## src/rtl/macro_iter_decr.sv

```systemverilog
// macro_iter_decr: iterative unsigned decrementer, one 4-bit borrow stage per cycle from the LSB upward.
// Stops at the first nibble that absorbs the borrow. Valid/ready handshakes on both sides.
module macro_iter_decr #(
    parameter int WIDTH = 16
) (
    input  logic             clk,
    input  logic             resetn,
    input  logic             i_valid,
    output logic             i_ready,
    input  logic [WIDTH-1:0] i_data,
    output logic             o_valid,
    input  logic             o_ready,
    output logic [WIDTH-1:0] o_data,
    output logic             o_borrow,
    output logic             o_busy
);
    localparam int NIBBLES = WIDTH / 4;
    localparam int IW = (NIBBLES > 1) ? $clog2(NIBBLES) : 1;
    typedef enum logic [1:0] {IDLE, BUSY, DONE} state_t;
    state_t state_q, state_d;
    logic [WIDTH-1:0] data_q, data_d;
    logic [IW-1:0] idx_q, idx_d;
    logic borrow_q, borrow_d;
    logic [3:0] nib, nib_dec;
    logic nib_borrow, last;
    // 4-bit decrement stage: borrow out only when the nibble was zero
    assign nib = data_q[4*idx_q +: 4];
    assign {nib_borrow, nib_dec} = {1'b0, nib} - 5'd1;
    assign last = idx_q == IW'(NIBBLES - 1);
    always_ff @(posedge clk or negedge resetn) begin
        if (!resetn) begin
            state_q  <= IDLE;
            data_q   <= '0;
            idx_q    <= '0;
            borrow_q <= 1'b0;
        end else begin
            state_q  <= state_d;
            data_q   <= data_d;
            idx_q    <= idx_d;
            borrow_q <= borrow_d;
        end
    end
    always_comb begin
        state_d = state_q;
        unique case (state_q)
            IDLE:    if (i_valid) state_d = BUSY;
            BUSY:    if (!nib_borrow || last) state_d = DONE;
            DONE:    if (o_ready) state_d = IDLE;
            default: state_d = IDLE;
        endcase
    end
    always_comb begin
        data_d   = data_q;
        idx_d    = idx_q;
        borrow_d = borrow_q;
        if (state_q == IDLE && i_valid) begin
            data_d = i_data;
            idx_d  = '0;
        end else if (state_q == BUSY) begin
            data_d[4*idx_q +: 4] = nib_dec;
            if (!nib_borrow) borrow_d = 1'b0;
            else if (last) borrow_d = 1'b1;
            else idx_d = idx_q + 1'b1;
        end
    end
    always_comb begin
        i_ready = state_q == IDLE;
        o_busy  = state_q == BUSY;
        o_valid = state_q == DONE;
    end
    assign o_data   = data_q;
    assign o_borrow = borrow_q;
endmodule

```

## config.mk

```make
export PLATFORM = sky130hd
export DESIGN_NAME = macro_iter_decr
export DESIGN_NICKNAME = d
export VERILOG_FILES = /design/src/rtl/macro_iter_decr.sv
export SDC_FILE = /design/constraint.sdc
export NUM_CORES = 1
export LEC_CHECK = 0
export CORE_MARGIN = 1.5
export CORE_UTILIZATION = 30
export CTS_CLUSTER_DIAMETER = 60
export DETAILED_ROUTE_END_ITERATION = 6
export PLACE_DENSITY_LB_ADDON = 0.3
export SLEW_MARGIN = 20
export SYNTH_ARGS = -nofsm -noshare
export SYNTH_HDL_FRONTEND = slang
export SYNTH_SLANG_ARGS = --single-unit
```

## constraint.sdc

```tcl
create_clock -name clk -period 2.8 [get_ports clk]
set_clock_uncertainty 0.2 [all_clocks]
set_input_delay 0.42 -clock clk [delete_from_list [all_inputs] [get_ports clk]]
set_output_delay 0.42 -clock clk [all_outputs]
set_load 0.1 [all_outputs]
```

==> run summary <==
The run finished with clean final reports. Post-CTS repair changed the size of 0 cells. The leading cell type by number of instances after synthesis is dfrtp_1. The wire length of the first global-routing pass came out at 5.33 mm. The number of maximum-capacitance constraint violations came out at 0. The placed wire-length estimate after detailed placement came out at 2.45 mm. The DRC violations left is 0.

For the pin with the worst max-slew slack, the measured transition is 0.713 ns. The global router's overall resource usage is 16.9%. The post-CTS setup buffer count is 0. The clock drives 21 sinks. The highest net fanout along the worst path is 4. The total congestion overflow after global routing came out at 0. The wire length after detailed routing came out at 3.29 mm.

The average size of a mapped cell came out at 10.8 um2. The path class of the tightest hold or removal check is input pin to async pin. The final sum of negative setup slack is 0 ns.

The CTS tree is yes. The number of flip-flops and latches in the synthesized netlist came out at 21. The hold-fix buffer count after cts is 0.

The worst-case headroom to the max-slew limit is 52.5%. The standard cell core area is 3690 um2. The number of antenna diodes in the final layout is 0. The clock network latency to the later pin of the worst-skew pair is 0.26 ns. The number of fillers in the final layout is 368. The iteration-0 DRC count of the detailed router is 40.

40 I/O pins were placed. The share of synthesized flip-flops with an asynchronous set or reset is 100%. Ranked by total cell area, the synthesized netlist is headed by dfrtp_1, a22oi_1, mux4_2, o21ai_0, ha_1. Synthesis produced 107 cells. The effective utilization at floorplan came out at 31.3%. The cell area after synthesis came out at 1150 um2.

The number of synthesized flops with an enable pin came out at 0. For this run, the register share of the synthesized area comes to 45.5%. CTS built an H-tree with a depth of 1. The cell sitting at the root of the clock tree is a clkbuf_8.

The nature of the critical path endpoint is a flop. The via count of the first global-routing pass came out at 1,083. The part of the cycle the worst path needs is 80.9%. The average wire length per cell after detail routing came out at 16.7 um.

The biggest area consumer among synthesized cells is dfrtp_1. Row generation in the floorplan step produced 22 rows. The floorplan die height came out at 65.0 um. The initial antenna violation count is 0.

Measured on the finished design, the core utilization comes to 43.4%. The routed via count divided by cell count came out at 5.37. The count of TritonRoute iterations in the first routing pass came out at 4. The smallest setup slack after layout is 0.535 ns. The number of unique standard cell types used by synthesis is 29. The number of warning messages in the yosys log came out at 0.

The number of cells after detailed placement is 193. For this block, the via count after detailed routing is 1,058. The number of nets in the synthesized netlist is 132.

The CTS clock-pin slew for the worst setup and hold paths is 0.08 ns. The number of setup violations in the final report came out at 0. The final net count is 175. The path type of the worst setup path is flop to flop. The register cell area after layout is 526 um2. The count of input and output buffers is 39. The buffer levels on the longest clock path is 2. The area added between synthesis and finish came out at 38.5%.

Setup repair after global routing left no endpoint under its margin. The area fraction of the dominant cell type after synthesis is 45.5%. The required arrival time at the worst endpoint is 2.73 ns. In the final layout, the share of cells above drive strength 1 is 21.5%. In this run the horizontal extent of the chip is 65.0 um. The peak clock frequency supported by timing came out at 0.442 GHz.

Counting instances in the post-synthesis netlist gives the leading cell types as dfrtp_1, a22oi_1, o21ai_0, nand2_1. The number of buffers created by CTS came out at 3. Data arrives at the worst endpoint at 2.19 ns.

The hold violation count in the final report came out at 0. The number of nets with antenna violations after routing came out at 0. For the finished layout, the period the worst path requires is 2.26 ns. The largest net degree at the start of global routing came out at 22.

STA classifies the critical path startpoint as a flop. The area of the multi-input gates came out at 591 um2. Leaving out filler cells and counting taps, the final layout contains 197. The congestion estimate from routability-driven global placement came to 0.807.

The most common flop cell mapped by yosys is dfrtp_1. The pre-CTS setup slack came out at 0.566 ns. The die footprint came out at 4230 um2. The final number of max-transition violations came out at 0.
==> through the flow <==
stage          hold WS [ns]  instance area, um2
6_report              0.295                1600
5_1_grt               0.329                1600
4_1_cts               0.313                1600
3_5_place_dp          0.321                1550
3_3_place_gp          0.316                1550
2_1_floorplan       -0.0756                1160
==> path summary, 6_finish.rpt <==
| check | to | from | slack [ns] | cells past startpoint |
|---|---|---|---|---|
| min | o_data[3] | resetn | 0.29 | 2 |
| min reg2reg | o_borrow | o_borrow | 0.34 | 2 |
| max in group asynchronous | o_borrow | resetn | 1.89 | 2 |
| max | idx_q[0] | idx_q[0] | 0.54 | 7 |
| max reg2reg | idx_q[0] | idx_q[0] | 0.54 | 7 |
| min in group clk | o_borrow | o_borrow | 0.34 | 2 |
==> registers in the layout, summed over array words and instances (netlist names) <==
register	cells
o_data	16
o_borrow	1
idx_q	2
state_q	2
==> per-layer routing <==
| layer | GRT usage [%] | wire length, um | vias up |
|---|---|---|---|
| met5 | 0 | 0 | - |
| met4 | 7.29 | 79 | 0 |
| met3 | 3.82 | 248 | 9 |
| met2 | 27.2 | 1580 | 48 |
| met1 | 21.7 | 1390 | 514 |
| li1 | - | - | 487 |
==> kinds of logic after synthesis <==
logic type      count (synthesis)  share of synthesized area (%)
simple gates                   27                           13.3
compound gates                 38                           21.8
flops                          21                           45.5
xor+xnor                        3                           2.28
mux                             4                           8.13
buf+inv                         9                           3.58
fa+ha+maj                       5                           5.42
==> placed cells by master (no fill, tap or decap), types with 2 or more instances in the layout <==
cell and instances:
nand2_1 7, a21o_1 4, buf_4 22, xnor2_1 3, nor2_1 5, clkbuf_8 3, a22oi_1 14, nand2b_1 2
o21ai_0 13, ha_1 5, clkdlybuf4s50_1 19, a221o_1 2, inv_1 6, a21oi_1 2, nand3_1 3, mux4_2 3
dfrtp_1 21
==> critical path: stages, from the launching register on <==
cell	delay (ns)
dfrtp_1	0.41
mux4_1	0.61
inv_1	0.09
ha_1	0.23
nand2b_1	0.12
nor4_4	0.25
xnor2_1	0.16
nor2_1	0.06
==> area by class of cell <==
| class | count | share of cell area [%] |
|---|---|---|
| inverters | 6 | 1.41 |
| repair buffers | 41 | 22.2 |
| clock buffers | 4 | 2.82 |
| multi-input cells | 77 | 36.9 |
| flip-flops and latches | 21 | 32.9 |
| well taps | 48 | 3.76 |
Power is left out: the tool's default activity adds up to more than one toggle a clock period on the data nets, which glitch-free logic cannot reach.
